$ cat src/rtl/btb_access_controller_if.sv
// Request/grant and array-port bundle between fetch/execute, the BTB access
// controller and the single-port BTB storage array.
interface btb_access_controller_if #(
  parameter int XLEN        = 64,
  parameter int NUM_ENTRIES = 128
);
  localparam int IDXW = $clog2(NUM_ENTRIES);

  logic                lookup_valid_i;
  logic [XLEN-1:0]     lookup_pc_i;
  logic                lookup_ready_o;
  logic                upd_valid_i;
  logic [XLEN-1:0]     upd_curr_addr_i;
  logic [XLEN-1:0]     upd_next_addr_i;
  logic                upd_is_jump_i;
  logic                upd_ready_o;
  logic                flush_i;
  logic                flush_busy_o;
  logic                mem_en_o;
  logic                mem_we_o;
  logic [IDXW-1:0]     mem_idx_o;
  logic                mem_valid_o;
  logic [XLEN-3:0]     mem_c_addr_o;
  logic [XLEN-3:0]     mem_n_addr_o;

  modport slave (
    input  lookup_valid_i, lookup_pc_i,
    input  upd_valid_i, upd_curr_addr_i, upd_next_addr_i, upd_is_jump_i,
    input  flush_i,
    output lookup_ready_o, upd_ready_o, flush_busy_o,
    output mem_en_o, mem_we_o, mem_idx_o, mem_valid_o, mem_c_addr_o, mem_n_addr_o
  );

  modport master (
    output lookup_valid_i, lookup_pc_i,
    output upd_valid_i, upd_curr_addr_i, upd_next_addr_i, upd_is_jump_i,
    output flush_i,
    input  lookup_ready_o, upd_ready_o, flush_busy_o,
    input  mem_en_o, mem_we_o, mem_idx_o, mem_valid_o, mem_c_addr_o, mem_n_addr_o
  );
endinterface

$ cat src/rtl/btb_access_controller.sv
// Arbitrates the single BTB array port between fetch lookups, buffered
// execute updates and a one-entry-per-cycle invalidate-all flush sequence.
module btb_access_controller #(
  parameter int XLEN        = 64,
  parameter int NUM_ENTRIES = 128,
  parameter int UPD_DEPTH   = 4
) (
  input logic                   clk_i,
  input logic                   arst_ni,
  btb_access_controller_if.slave bus
);
  localparam int IDXW = $clog2(NUM_ENTRIES);
  localparam int PTRW = $clog2(UPD_DEPTH);
  localparam int AW   = XLEN - 2;

  typedef enum logic {IDLE, FLUSH} state_e;

  state_e            r_state, w_state_nxt;
  logic [IDXW-1:0]   r_flush_cnt, w_flush_cnt_nxt;

  logic [AW-1:0]        r_fifo_curr [UPD_DEPTH];
  logic [AW-1:0]        r_fifo_next [UPD_DEPTH];
  logic [UPD_DEPTH-1:0] r_fifo_jump;
  logic [PTRW-1:0]      r_head, r_tail;
  logic [PTRW:0]        r_count;

  logic            w_full, w_empty, w_push, w_pop;
  logic            w_lookup_ready;
  logic            w_mem_en, w_mem_we, w_mem_valid;
  logic [IDXW-1:0] w_mem_idx;
  logic [AW-1:0]   w_mem_c_addr, w_mem_n_addr;
  logic            w_unused;

  assign w_full  = (r_count == (PTRW+1)'(UPD_DEPTH));
  assign w_empty = (r_count == '0);
  assign w_push  = bus.upd_valid_i && !w_full;

  assign w_unused = ^{bus.lookup_pc_i[XLEN-1:IDXW+2], bus.lookup_pc_i[1:0],
                      bus.upd_curr_addr_i[1:0], bus.upd_next_addr_i[1:0]};

  always_ff @(posedge clk_i or negedge arst_ni) begin
    if (!arst_ni) begin
      r_state     <= IDLE;
      r_flush_cnt <= '0;
    end else begin
      r_state     <= w_state_nxt;
      r_flush_cnt <= w_flush_cnt_nxt;
    end
  end

  // A full FIFO outranks fetch so execute can never be starved indefinitely.
  always_comb begin
    w_state_nxt     = r_state;
    w_flush_cnt_nxt = r_flush_cnt;
    w_pop           = 1'b0;
    w_lookup_ready  = 1'b0;
    w_mem_en        = 1'b0;
    w_mem_we        = 1'b0;
    w_mem_idx       = '0;
    w_mem_valid     = 1'b0;
    w_mem_c_addr    = '0;
    w_mem_n_addr    = '0;
    case (r_state)
      IDLE: begin
        if (bus.flush_i) begin
          w_state_nxt     = FLUSH;
          w_flush_cnt_nxt = '0;
        end
        if (w_full || (!bus.lookup_valid_i && !w_empty)) begin
          w_pop        = 1'b1;
          w_mem_en     = 1'b1;
          w_mem_we     = 1'b1;
          w_mem_idx    = r_fifo_curr[r_head][IDXW-1:0];
          w_mem_valid  = r_fifo_jump[r_head];
          w_mem_c_addr = r_fifo_curr[r_head];
          w_mem_n_addr = r_fifo_next[r_head];
        end else if (bus.lookup_valid_i) begin
          w_lookup_ready = 1'b1;
          w_mem_en       = 1'b1;
          w_mem_idx      = bus.lookup_pc_i[IDXW+1:2];
        end
      end
      FLUSH: begin
        w_mem_en  = 1'b1;
        w_mem_we  = 1'b1;
        w_mem_idx = r_flush_cnt;
        if (bus.flush_i) begin
          w_flush_cnt_nxt = '0;
        end else begin
          w_flush_cnt_nxt = r_flush_cnt + IDXW'(1);
          if (r_flush_cnt == IDXW'(NUM_ENTRIES - 1)) begin
            w_state_nxt = IDLE;
          end
        end
      end
      default: w_state_nxt = IDLE;
    endcase
  end

  always_ff @(posedge clk_i or negedge arst_ni) begin
    if (!arst_ni) begin
      r_head  <= '0;
      r_tail  <= '0;
      r_count <= '0;
    end else begin
      if (w_push) r_tail <= r_tail + PTRW'(1);
      if (w_pop)  r_head <= r_head + PTRW'(1);
      case ({w_push, w_pop})
        2'b10:   r_count <= r_count + (PTRW+1)'(1);
        2'b01:   r_count <= r_count - (PTRW+1)'(1);
        default: r_count <= r_count;
      endcase
    end
  end

  // Payload storage needs no reset; occupancy alone decides what is valid.
  always_ff @(posedge clk_i) begin
    if (w_push) begin
      r_fifo_curr[r_tail] <= bus.upd_curr_addr_i[XLEN-1:2];
      r_fifo_next[r_tail] <= bus.upd_next_addr_i[XLEN-1:2];
      r_fifo_jump[r_tail] <= bus.upd_is_jump_i;
    end
  end

  assign bus.lookup_ready_o = w_lookup_ready;
  assign bus.upd_ready_o    = !w_full;
  assign bus.flush_busy_o   = (r_state == FLUSH);
  assign bus.mem_en_o       = w_mem_en;
  assign bus.mem_we_o       = w_mem_we;
  assign bus.mem_idx_o      = w_mem_idx;
  assign bus.mem_valid_o    = w_mem_valid;
  assign bus.mem_c_addr_o   = w_mem_c_addr;
  assign bus.mem_n_addr_o   = w_mem_n_addr;
endmodule
$ cat src/flat_wrapper.sv
// flat-port wrapper written by rule: the top's interface ports become plain ports
module btb_access_controller_flat 
#(
  parameter int XLEN        = 64,
  parameter int NUM_ENTRIES = 128,
  parameter int UPD_DEPTH   = 4
)
  (clk_i, arst_ni, bus_lookup_valid_i, bus_lookup_pc_i, bus_upd_valid_i, bus_upd_curr_addr_i, bus_upd_next_addr_i, bus_upd_is_jump_i, bus_flush_i, bus_lookup_ready_o, bus_upd_ready_o, bus_flush_busy_o, bus_mem_en_o, bus_mem_we_o, bus_mem_idx_o, bus_mem_valid_o, bus_mem_c_addr_o, bus_mem_n_addr_o);
  btb_access_controller_if #(.XLEN(XLEN), .NUM_ENTRIES(NUM_ENTRIES)) bus_i ();
  input logic clk_i;
  input logic arst_ni;
  input wire logic [$bits(bus_i.lookup_valid_i)-1:0] bus_lookup_valid_i;
  input wire logic [$bits(bus_i.lookup_pc_i)-1:0] bus_lookup_pc_i;
  input wire logic [$bits(bus_i.upd_valid_i)-1:0] bus_upd_valid_i;
  input wire logic [$bits(bus_i.upd_curr_addr_i)-1:0] bus_upd_curr_addr_i;
  input wire logic [$bits(bus_i.upd_next_addr_i)-1:0] bus_upd_next_addr_i;
  input wire logic [$bits(bus_i.upd_is_jump_i)-1:0] bus_upd_is_jump_i;
  input wire logic [$bits(bus_i.flush_i)-1:0] bus_flush_i;
  output wire logic [$bits(bus_i.lookup_ready_o)-1:0] bus_lookup_ready_o;
  output wire logic [$bits(bus_i.upd_ready_o)-1:0] bus_upd_ready_o;
  output wire logic [$bits(bus_i.flush_busy_o)-1:0] bus_flush_busy_o;
  output wire logic [$bits(bus_i.mem_en_o)-1:0] bus_mem_en_o;
  output wire logic [$bits(bus_i.mem_we_o)-1:0] bus_mem_we_o;
  output wire logic [$bits(bus_i.mem_idx_o)-1:0] bus_mem_idx_o;
  output wire logic [$bits(bus_i.mem_valid_o)-1:0] bus_mem_valid_o;
  output wire logic [$bits(bus_i.mem_c_addr_o)-1:0] bus_mem_c_addr_o;
  output wire logic [$bits(bus_i.mem_n_addr_o)-1:0] bus_mem_n_addr_o;
  assign bus_i.lookup_valid_i = bus_lookup_valid_i;
  assign bus_i.lookup_pc_i = bus_lookup_pc_i;
  assign bus_i.upd_valid_i = bus_upd_valid_i;
  assign bus_i.upd_curr_addr_i = bus_upd_curr_addr_i;
  assign bus_i.upd_next_addr_i = bus_upd_next_addr_i;
  assign bus_i.upd_is_jump_i = bus_upd_is_jump_i;
  assign bus_i.flush_i = bus_flush_i;
  assign bus_lookup_ready_o = bus_i.lookup_ready_o;
  assign bus_upd_ready_o = bus_i.upd_ready_o;
  assign bus_flush_busy_o = bus_i.flush_busy_o;
  assign bus_mem_en_o = bus_i.mem_en_o;
  assign bus_mem_we_o = bus_i.mem_we_o;
  assign bus_mem_idx_o = bus_i.mem_idx_o;
  assign bus_mem_valid_o = bus_i.mem_valid_o;
  assign bus_mem_c_addr_o = bus_i.mem_c_addr_o;
  assign bus_mem_n_addr_o = bus_i.mem_n_addr_o;
  btb_access_controller #(.XLEN(XLEN), .NUM_ENTRIES(NUM_ENTRIES), .UPD_DEPTH(UPD_DEPTH)) u_core (.clk_i(clk_i), .arst_ni(arst_ni), .bus(bus_i));
endmodule
$ cat config.mk
export PLATFORM = sky130hd
export DESIGN_NAME = btb_access_controller_flat
export DESIGN_NICKNAME = d
export VERILOG_FILES = /design/src/rtl/btb_access_controller_if.sv /design/src/rtl/btb_access_controller.sv /design/src/flat_wrapper.sv
export SDC_FILE = /design/constraint.sdc
export NUM_CORES = 1
export LEC_CHECK = 0
export BUFFER_PORTS_ARGS = -buffer_cell sky130_fd_sc_hd__buf_2
export CAP_MARGIN = 0
export CELL_PAD_IN_SITES_DETAIL_PLACEMENT = 0
export CELL_PAD_IN_SITES_GLOBAL_PLACEMENT = 2
export CORE_MARGIN = 2
export CORE_UTILIZATION = 35
export CTS_BUF_LIST = sky130_fd_sc_hd__clkbuf_16
export CTS_CLUSTER_DIAMETER = 120
export DETAILED_ROUTE_END_ITERATION = 16
export PLACE_DENSITY_LB_ADDON = 0.1
export SLEW_MARGIN = 20
export SYNTH_ARGS = -nofsm -noshare
export SYNTH_HDL_FRONTEND = slang
export SYNTH_SLANG_ARGS = --single-unit
$ cat constraint.sdc
create_clock -name clk_i -period 7.6 [get_ports clk_i]
set_clock_uncertainty 0.1 [all_clocks]
set_input_delay 0.76 -clock clk_i [delete_from_list [all_inputs] [get_ports clk_i]]
set_output_delay 0.76 -clock clk_i [all_outputs]
set_load 0.005 [all_outputs]
==> summary.md, run 1 <==
The run gives 0.2842 ns as the worst hold slack. The actual transition at the worst max-transition pin was 0.9984 ns. Clock-pin slew was measured on the worst setup and hold paths at 0.06 ns.

The tree is rooted in a sky130_fd_sc_hd__clkbuf_16. Leaving out fill and tap cells, the most frequent cell in the layout is sky130_fd_sc_hd__edfxtp_1. Timing would allow up to 240.9 MHz. The length of the first detailed-routing pass in iterations is 4, and the leakage component of the power is 8.059 nW. In this run the cell area of the synthesized design comes to 19820 µm².

Residual DRC count: 0. Fraction of synthesized area in multiplexers: 14.31%. IR analysis of the VDD net gives a maximum drop of 0.1608 mV.

The average routed wire per standard cell is 21.93 µm, and the first-pass GRT wire length is 65190 µm. The run gives 0 as the number of max-slew violations in the final report. The tools report the kind of capture point of the worst setup path as an output pin. The synthesized netlist devotes 0.4797% of its cell area to adder and majority cells. The standard-cell row count was 87. Share of post-route cells with drive strength above 1: 40.18%. After the flow finishes, the layout carries non-filler instances totaling 1974. Gate count after technology mapping: 880.

The post-synthesis xor/xnor area fraction works out to 0.4419%. Tracing the worst setup path back leads to its startpoint at u_core.r_head[0]. The final critical-path share of the clock period was 54.63%; the quantity of gates resized following cts was 0. Summing the areas of all compound-gate instances in the mapped netlist gives 0.5302% of the synthesized area. The clock passes through at most 3 buffers. The run finished with clean final reports. In this design, the largest share of critical-path delay is due to flip-flops.

After synthesis, the mean cell area works out to 22.52 µm². Of all nets on the critical path, the largest fanout is 88. Across the run, the number of max-cap violations was 0.

Entering global routing, the biggest net connects 126 pins. The run gives 0.58 ns as the clock network latency to the later pin of the worst-skew pair. The power after layout is 6.954 mW. After global routing the overflow that remains totals 0. The initial standard-cell utilization of the core came out at 35.29%. CTS sink count: 515. Setup repair after global routing left no endpoint under its margin. The tools report the via total after detailed routing as 9349. Number of antenna violations at the first check in global routing: 10.

Walking the worst path, the cells encountered are buf_12, mux4_2, nor2b_1, buf_2. The worst register-to-register path begins at u_core.r_count[2]. The type of the worst setup path was flip-flop to output pin.

Counting both buffers and inverters, the worst setup path holds a total of 2. Measured on the finished design, the core utilization comes to 42.04%. The tools report the via count of the first global-routing pass as 10.28k. The yosys synthesis warning count is 0. In the layout the commonest cells are 500 x sky130_fd_sc_hd__edfxtp_1, 273 x sky130_fd_sc_hd__buf_2, 125 x sky130_fd_sc_hd__mux4_2.

In this run the power density over the cells is 294.5 nW/µm². Across every metal layer, demand over resource in global routing totals 14.84%. For the setup total negative slack, the log shows 0 ns. The number of synthesized register bits is 515, and the data arrival time at the worst-slack endpoint is 3.29 ns.

The floorplan step defined a die boundary enclosing 58550 µm². Worst min-delay path class: primary input to flip-flop. Summing the sequential cell areas from Yosys gives 77.64% of the chip area.

For this block, the routed nets add up to 43290 µm of wire. The H-tree was split into 2 levels. Setup slack on the critical path of the routed design comes to 3.448 ns.

The final weighted congestion of routability-driven global placement was 0.6923. The core region is 56170 µm². Clock tree synthesis inserted a total of 56 buffers. The net count after synthesis is 1085, and the count of distinct cell types in the synthesized netlist is 32. The initial DRC count is 452, and the area overhead of the layout relative to synthesis is 19.13%.

In this run the count of I/O pins placed on the die edge is 335. Input and output buffers added on the ports amount to 273. The final standard cell area without fillers is 23610 µm².

The tools report the type of element launching the critical path as a flip-flop. OpenSTA, run right after detailed placement, puts the worst setup slack at 3.921 ns. Summing the areas of all and, or, nand and nor instances in the mapped netlist gives 4.949% of the synthesized area.

Die outline height: 242.0 µm. The slowest stage of the critical path belongs to the cell sky130_fd_sc_hd__dfrtp_4. The vias per cell is 4.736. In this run the most critical hold path is launched from bus_upd_curr_addr_i[33]. Setup violations remaining at the end of the flow were counted as 0. The number of nets with antenna violations after routing was 0. At the worst endpoint, the required time is 6.74 ns. On the worst path, the slowest cell contributes a delay of 1.01 ns. The filler cell count came out at 5074. The cell area after placement is 21990 µm², and the HPWL after detailed placement is 23850 µm. The number of failing hold endpoints at the final stage was 0. The final net count is 1385. After synthesis, the largest family of logic cells by area is multiplexers.

The worst pin sits at a relative slew slack of 33.44%. The final critical path time including I/O delays and setup is 4.152 ns, and the count of placed standard cells including taps is 1877. The floorplan step set the die width to 242.0 µm. TritonCTS built the clock tree.
==> cell families (layout without fill, tap and decap cells) <==
logic type,count (synthesis),after routing
compound gates,14,14
xor+xnor,10,10
fa+ha+maj,7,7
buf+inv,53,390
flops,515,515
mux,127,127
other cells,0,1
simple gates,154,154
==> repair_timing <==
| action | CTS | global route |
|---|---|---|
| setup endpoints to repair | 0 | 0 |
| hold buffers | 1 | 0 |
| setup buffers | 0 | 0 |
| endpoints found under the hold margin | 15 | 0 |
==> final cells by class <==
cell class / instances / area [µm²] / area share, %
clock inverters: 38 / 183.9 / 0.7789
well taps: 756 / 945.9 / 4.006
diodes: 1 / 2.502 / 0.01060
clock buffers: 57 / 1426 / 6.041
inverters: 8 / 30.03 / 0.1272
repair buffers: 287 / 1511 / 6.401
flip-flops and latches: 515 / 15400 / 65.21
multi-input cells: 312 / 4115 / 17.43
==> state kept, by name, indices dropped and copies added, names as in the netlist <==
register	count
u_core.r_tail	2
u_core.r_head	2
u_core.r_fifo_jump	4
u_core.r_fifo_next	248
u_core.r_flush_cnt	7
u_core.r_count	3
u_core.bus.flush_busy_o	1
u_core.r_fifo_curr	248
==> cell usage after synthesis, drive strengths merged <==
cell type	count	area share (%)
nand3b	1	0.038
nor2b	119	3.8
a21oi	2	0.051
nor2	6	0.11
o21ai	5	0.13
and2	4	0.13
fa	1	0.10
inv	8	0.15
nor3b	2	0.10
and4b	7	0.39
edfxtp	500	76
mux2	1	0.057
nand4b	1	0.044
clkbuf	4	0.076
mux4	125	14
nand2b	2	0.063
ha	6	0.38
nand4	3	0.095
dfrtp	15	1.9
buf	41	1.4
nand2	5	0.095
mux2i	1	0.051
a221o	7	0.35
xnor2	5	0.22
xor2	5	0.22
or3	4	0.13
==> power by group <==
group	internal [mW]	leakage [nW]	switching [mW]
Combinational	0.236	2.43	0.471
Sequential	3.73	4.76	0.106
Clock	1.37	0.862	1.04
==> worst paths after layout <==
kind	slack [ns]	cells past startpoint	to
hold / removal	0.28	1	u_core.r_fifo_curr[0][31]
min in group asynchronous	0.53	2	u_core.r_flush_cnt[4]
max in group asynchronous	6.55	2	u_core.r_head[1]
hold reg to reg	0.39	1	u_core.r_count[2]
setup / recovery	3.45	4	bus_mem_n_addr_o[31]
setup reg to reg	4.50	4	u_core.r_fifo_next[2][45]
==> layer usage <==
metal  GRT usage (%)  vias to the layer above  wire [µm]
met5               0                        -        106
met4           3.885                       18        983
met3           5.417                       80       3133
met2           24.83                      219      21290
met1           18.23                     4840      17770
li1                -                     4192          -
Power figures use the tool's default switching activity.
==> run 2: changes to the inputs <==
==> constraint.sdc (replaced) <==
create_clock -name clk_i -period 4.12 [get_ports clk_i]
set_clock_uncertainty 0.1 [all_clocks]
set_input_delay 0.412 -clock clk_i [delete_from_list [all_inputs] [get_ports clk_i]]
set_output_delay 0.412 -clock clk_i [all_outputs]
set_load 0.005 [all_outputs]
==> run 2 against run 1 <==
Wire length increased by 0.17%. Clock power increased by 97%. Core utilization increased by 2.8 points. Power increased by 91%. Cell count increased by 7.1%. Setup slack got worse by 2.6 ns. Sequential power increased by 84%. Combinational power increased by 110%. Via count increased by 5.3%. Critical path depth unchanged. Sequential share of layout area decreased by 4.1 points. Die area unchanged. Critical endpoint is now bus_mem_n_addr_o[39].
==> summary.md, run 2 (same netlist as run 1, synthesis figures left out) <==
The logs give 4 (unchanged) for the length of the first detailed-routing pass in iterations and 56 (unchanged) for the total clock buffers created by CTS. The longest individual stage delay on the worst path is 0.85 ns (-0.16 ns), and the core region area is 56170 µm² (unchanged). The minimum setup slack in the final design is 0.8349 ns (-2.613 ns), and the largest net degree at the start of global routing is 85 (-33%). The logs give 0.7037 (+1.6%) for the final weighted congestion of routability-driven global placement and 87 (unchanged) for the standard-cell row count. The tools report the quantity of gates resized following cts as 0 (unchanged). The vias per cell is 4.657 (-1.7%).

The largest delay contributor family on the critical path is flip-flops. Dividing the final minimum period by the clock period gives 79.74%. The number of buffer cells added on primary ports came out at 273 (unchanged).

For the first-pass GRT wire length, the log shows 66630 µm (+2.2%). The HPWL after detailed placement is 24470 µm (+2.6%), and the depth of the most critical reg-to-reg path is 4 (unchanged). The count of placed standard cells including taps is 1885 (+0.43%), and the floorplan die width is 242.0 µm (unchanged). For the maximum frequency from static timing analysis, the log shows 304.4 MHz. The run gives 4115 µm² (unchanged) as the total area of multi-input combinational cells.

The number of max-slew violations in the final report came out at 0 (unchanged). The run gives 10.79k (+5.0%) as the via count of the first global-routing pass. The power after layout was 13.27 mW (+91%); the antenna cell count was 0 (-1). Setup repair after global routing left no endpoint under its margin. For the setup total negative slack, the log shows 0 ns (unchanged). The logs give 0 (unchanged) for the setup violation total in the final timing report and 3 (unchanged) for the largest buffer count on any clock path. The logs give 0.3696 mV (+130%) for the worst vdd rail ir drop and 14.96% (+0.13 points) for the total routing usage reported by global routing. The final standard cell area without fillers came out at 25200 µm² (+6.7%). The logs give 44.04% (+11 points) for the worst slew margin relative to its limit and 43370 µm (+0.17%) for the overall routed net length. The utilization after layout is 44.87% (+2.8 points), and the required time of the critical path is 3.61 ns (-3.13 ns). The worst-path maximum fanout came out at 44 (-50%). In the layout the commonest cells are 500 x sky130_fd_sc_hd__edfxtp_1, 273 x sky130_fd_sc_hd__buf_2, 127 x sky130_fd_sc_hd__dlygate4sd3_1.

For the residual DRC count, the log shows 0 (unchanged). From synthesis to final layout, the design area changed by 27.15%. The placement-stage worst setup slack came out at 1.248 ns (-2.672 ns). The run gives 1519 (+9.7%) as the final net count.

The library cell used most frequently in the layout, excluding fill and tap cells, is sky130_fd_sc_hd__edfxtp_1. The worst hold slack was 0.1803 ns (-0.1039 ns). The worst setup path is launched from a flip-flop. The run gives 9849 (+5.3%) as the via total after detailed routing. The endpoint identified for the worst register-to-register timing path is u_core.r_fifo_next[1][43]. The initial standard-cell utilization of the core was 35.29% (unchanged); the setup slack of the most critical reg-to-reg path was 1.41 ns (-3.09 ns).

The actual transition at the worst max-transition pin came out at 0.8395 ns (-0.1589 ns). The number of nets with antenna violations after routing is 0 (unchanged), and the average routed wire per standard cell is 20.50 µm (-6.5%). The run gives 1 (-9) as the number of antenna violations at the first check in global routing. Worst flop-to-flop path startpoint: u_core.r_count[2]. The run gives 15400 µm² (unchanged) as the area occupied by registers. The critical path goes through buf_12, mux4_2, nor2b_1, buf_2.

For the leakage component of the power, the log shows 8.712 nW (+8.1%). The share of post-route cells with drive strength above 1 works out to 37.01% (-3.2 points). The flow ran to the end, and the final reports show no timing, DRC or antenna violations.

The worst min-delay path class was primary input to async pin. The root buffer selected by CTS was sky130_fd_sc_hd__clkbuf_16. The number of buffer and inverter instances along the worst setup path came out at 2 (unchanged). The die outline height is 242.0 µm (unchanged). The tools report the max-cap violation count as 0 (unchanged). The run gives 0 (unchanged) as the total overflow reported by the global router. The tools report the kind of capture point of the worst setup path as an output pin. The run gives 58550 µm² (unchanged) as the area of the die.

The type of the worst setup path was flip-flop to output pin. TritonCTS built the clock tree. Power density of the placed cells: 526.4 nW/µm² (+79%). The logs give 404 (-11%) for the initial DRC count and 2115 (+7.1%) for the final standard cell count with taps included and fillers excluded.

The filler cell count was 4965 (-2.1%); the setup fix buffers added after clock tree synthesis was 0 (unchanged). The data arrival time at the worst-slack endpoint was 2.77 ns (-0.52 ns). The CTS sink count came out at 515 (unchanged). The tools report the number of failing hold endpoints at the final stage as 0 (unchanged).

The clock network latency to the later pin of the worst-skew pair was 0.59 ns (about the same). The count of boundary I/O pins was 335 (unchanged). The clock transition at the register clock pins on the worst setup and hold paths after CTS came out at 0.06 ns (about the same).

The cell area after placement is 22180 µm² (+0.84%), and the number of H-tree levels is 2 (unchanged). Among all stages on the critical path, the largest delay is contributed by sky130_fd_sc_hd__dfrtp_4. The worst path needs 3.285 ns of the cycle, external delays included. The largest registers in the layout are u_core.r_fifo_curr (248), u_core.r_fifo_next (248), u_core.r_flush_cnt (7).
-- run 2: changes by cell type in the layout (fill, tap and decap cells not counted), moves of 2 or more --
cell | previous run | this run
sky130_fd_sc_hd__bufinv_16 | 1 | 4
sky130_fd_sc_hd__buf_4 | 10 | 8
sky130_fd_sc_hd__buf_12 | 3 | 13
sky130_fd_sc_hd__clkinv_1 | 9 | 15
sky130_fd_sc_hd__dlygate4sd3_1 | 1 | 127
sky130_fd_sc_hd__inv_1 | 26 | 22
-- run 2: worst max-delay path by stage --
| stage | endpoint | startpoint | cells after the start |
|---|---|---|---|
| 2_1_floorplan | u_core.r_fifo_curr[0][0] | u_core.r_count[2] | 3 |
| 3_3_place_gp | u_core.r_fifo_next[1][38] | u_core.r_count[2] | 4 |
| 3_5_place_dp | u_core.r_fifo_next[1][38] | u_core.r_count[2] | 4 |
| 4_1_cts | bus_mem_n_addr_o[13] | u_core.r_head[0] | 4 |
| 5_1_grt | bus_mem_n_addr_o[35] | u_core.r_head[0] | 4 |
| 6_report | bus_mem_n_addr_o[39] | u_core.r_head[0] | 4 |
-- run 2: power breakdown --
| group | total [mW] | internal [mW] | switching [mW] |
|---|---|---|---|
| combinational | 1.46 | 0.570 | 0.891 |
| sequential | 7.06 | 6.87 | 0.192 |
| clock | 4.74 | 2.77 | 1.97 |
-- run 2: final cells by class --
type / count / area share (%)
Inverter: 8 / 0.1191
Clock inverter: 45 / 1.211
Sequential cell: 515 / 61.09
Tap cell: 756 / 3.753
Timing Repair Buffer: 421 / 11.74
Clock buffer: 58 / 5.759
Multi-Input combinational cell: 312 / 16.33
-- run 2: repair_timing --
action                                 in CTS  in global routing
hold buffers                              127                  0
endpoints found under the hold margin     522                  0
setup endpoints to repair                   0                  0
-- run 2: worst register-to-register path, stage by stage, from the launching register on --
cell and delay, ns:
sky130_fd_sc_hd__dfrtp_1 0.40, sky130_fd_sc_hd__nor3b_1 0.19, sky130_fd_sc_hd__nor2b_1 0.54, sky130_fd_sc_hd__and2_4 0.73, sky130_fd_sc_hd__buf_4 0.42
-- run 2: routing by layer --
| metal | global-route usage (%) | routed length [µm] | share of wire, % | vias to the layer above |
|---|---|---|---|---|
| li1 | - | - | - | 4468 |
| met1 | 19.40 | 18810 | 43 | 5110 |
| met2 | 24.78 | 21310 | 49 | 216 |
| met3 | 4.077 | 2543 | 5.9 | 53 |
| met4 | 4.303 | 691 | 1.6 | 2 |
| met5 | 0 | 13 | 0.030 | - |
==> run 3: changes to the inputs <==
==> constraint.sdc (replaced) <==
create_clock -name clk_i -period 3 [get_ports clk_i]
set_clock_uncertainty 0.1 [all_clocks]
set_input_delay 0.3 -clock clk_i [delete_from_list [all_inputs] [get_ports clk_i]]
set_output_delay 0.3 -clock clk_i [all_outputs]
set_load 0.005 [all_outputs]
==> run 3 against run 2 <==
Hold slack lost 0.098 ns. Design area grew 0.42%. Non-clock buffer count grew 7. Clock power grew 34%. Count of clock-buffer cells in the layout shrank 3. Core utilization grew 0.19 points. Sequential share of layout area shrank 0.25 points. Via count grew 0.50%. First-iteration DRC count shrank 3.5%. Largest power group unchanged. Power grew 36%.
==> summary.md, run 3 (same netlist as run 1, synthesis figures left out) <==
The vias per cell is 4.671 (+0.31%), and the area overhead of the layout relative to synthesis is 27.68%. Total clock buffers created by CTS: 54 (-3.6%). The die outline height is 242.0 µm (unchanged), and the length of the first detailed-routing pass in iterations is 4 (unchanged). The power density of the placed cells was 715.4 nW/µm² (+36%); the setup violation total in the final timing report was 0 (unchanged). The worst vdd rail ir drop came out at 0.4508 mV (+22%). The top cell types in the final layout, fill and taps aside, are 500 x sky130_fd_sc_hd__edfxtp_1, 273 x sky130_fd_sc_hd__buf_2, 127 x sky130_fd_sc_hd__dlygate4sd3_1. The share of post-route cells with drive strength above 1 was 37.40% (+0.39 points). The average routed wire per standard cell came out at 20.74 µm (+1.2%). For the residual DRC count, the log shows 0 (unchanged).

The flow ran to the end, and the final reports show no timing, DRC or antenna violations. The final net count is 1524 (+0.33%). The number of failing hold endpoints at the final stage was 0 (unchanged). The capture point of the worst reg-to-reg path is u_core.r_count[2]. The largest buffer count on any clock path was 3 (unchanged); the floorplan die width was 242.0 µm (unchanged). The depth of the most critical reg-to-reg path was 9 (+5); the data arrival time at the worst-slack endpoint was 2.36 ns (-0.41 ns). The clock transition at the register clock pins on the worst setup and hold paths after CTS is 0.06 ns (about the same).

The critical path is of the flip-flop to output pin type. For the worst slew margin relative to its limit, the log shows 52.07% (+8.0 points). The number of nets with antenna violations after routing was 0 (unchanged). The via count of the first global-routing pass was 10.66k (-1.3%). The logs give 43960 µm (+1.4%) for the overall routed net length and 0 (unchanged) for the max-cap violation count.

Dividing the final minimum period by the clock period gives 92.05%. The required time of the critical path came out at 2.60 ns (-1.01 ns). The total routing usage reported by global routing is 15.02% (+0.058 points), and the setup slack of the most critical reg-to-reg path is 0.49 ns (-0.92 ns).

TritonCTS built the clock tree. The HPWL after detailed placement is 24510 µm (+0.14%), and the number of max-slew violations in the final report is 0 (unchanged). The run gives 58550 µm² (unchanged) as the area of the die.

Based on the critical path, the design can be clocked at up to 362.1 MHz. The setup total negative slack was 0 ns (unchanged). The initial DRC count was 390 (-3.5%). The worst-path maximum fanout works out to 8 (-82%). The count of boundary I/O pins was 335 (unchanged); the number of antenna violations at the first check in global routing was 2 (+1). The number of H-tree levels is 2 (unchanged).

In this run the worst hold path is classified as primary input to async pin. Leaving out fill and tap cells, the most frequent cell in the layout is sky130_fd_sc_hd__edfxtp_1. The type of element launching the critical path was a flip-flop. For the first-pass GRT wire length, the log shows 66420 µm (-0.31%). Final weighted congestion of routability-driven global placement: 0.6949 (-1.3%). Clock network latency to the later pin of the worst-skew pair: 0.58 ns (about the same). Worst flop-to-flop path startpoint: u_core.r_count[0]. For the core region area, the log shows 56170 µm² (unchanged). The standard-cell row count came out at 87 (unchanged).

The tree is rooted in a sky130_fd_sc_hd__clkbuf_16. Total overflow reported by the global router: 0 (unchanged). The run gives 8.766 nW (+0.62%) as the leakage component of the power.

The tools report the via total after detailed routing as 9898 (+0.50%). The actual transition at the worst max-transition pin was 0.7175 ns (-0.1220 ns). Setup repair after global routing left no endpoint under its margin. The number of buffer cells added on primary ports works out to 273 (unchanged). The largest registers in the layout are u_core.r_fifo_curr (248), u_core.r_fifo_next (248), u_core.r_flush_cnt (7).

Final critical path time including I/O delays and setup: 2.761 ns. The run gives 35.29% (unchanged) as the initial standard-cell utilization of the core. The worst setup path is captured at an output pin.

The power after layout is 18.10 mW (+36%). CTS sink count: 515 (unchanged). For the largest net degree at the start of global routing, the log shows 74 (-13%).
-- run 3: through the flow --
stage / worst slack, ns / instance area [µm²] / hold WS, ns / std cells / util, %
global placement: 0.5559 / 22230 / 0.1640 / 1887 / 39.57
finish: 0.2386 / 25310 / 0.08191 / 2119 / 45.06
global route: 0.1153 / 25310 / 0.07122 / 2119 / 45.06
CTS: 0.04742 / 25290 / 0.04912 / 2117 / 45.03
floorplan: 0.003307 / 19830 / -0.09559 / 880 / -
detailed placement: 0.4588 / 22230 / 0.1545 / 1887 / 39.57
-- run 3: layer usage --
layer	up-vias	GRT usage, %	routed length, µm
li1	4486	-	-
met1	5129	19.18	19030
met2	226	25.08	21350
met3	57	4.730	2828
met4	0	3.558	740
met5	-	0	0
-- run 3: layout make-up --
class                           count  area [µm²]
Antenna cell                        2       5.005
Clock buffer                       55        1376
Fill cell                        4994       30860
Tap cell                          756       945.9
Multi-Input combinational cell    312        4120
Timing Repair Buffer              428        3118
Sequential cell                   515       15400
Inverter                            8       30.03
Clock inverter                     43       315.3
-- run 3: worst max-delay path, cell delays in order (launching register included) --
cell and delay (ns):
sky130_fd_sc_hd__dfrtp_4 0.45, sky130_fd_sc_hd__buf_12 0.16, sky130_fd_sc_hd__mux4_2 0.55, sky130_fd_sc_hd__and4b_1 0.25
sky130_fd_sc_hd__a221o_1 0.25, sky130_fd_sc_hd__buf_2 0.12
-- run 3: how the worst max path moves through the flow --
| stage | cells past startpoint | start | endpoint |
|---|---|---|---|
| final | 5 | u_core.r_head[0] | bus_mem_idx_o[1] |
| after global routing | 6 | u_core.r_count[1] | bus_mem_n_addr_o[25] |
| after CTS | 6 | u_core.r_count[1] | bus_mem_c_addr_o[39] |
| after detailed placement | 9 | u_core.r_count[0] | u_core.r_count[2] |
| after global placement | 9 | u_core.r_count[0] | u_core.r_count[2] |
| after floorplan | 3 | u_core.r_count[2] | u_core.r_fifo_curr[0][0] |
-- run 3: timing repair --
item	CTS	global route
hold buffers	127	0
hold endpoints to repair	523	0
pin swaps	1	0
setup endpoints to repair	28	38
gates cloned	1	0
buffers inserted	4	0
gates resized for setup	0	2
-- run 3: power by group --
group	total [mW]	switching (mW)	internal (mW)
sequential	9.70	0.265	9.44
combinational	2.03	1.24	0.792
clock	6.37	2.65	3.72
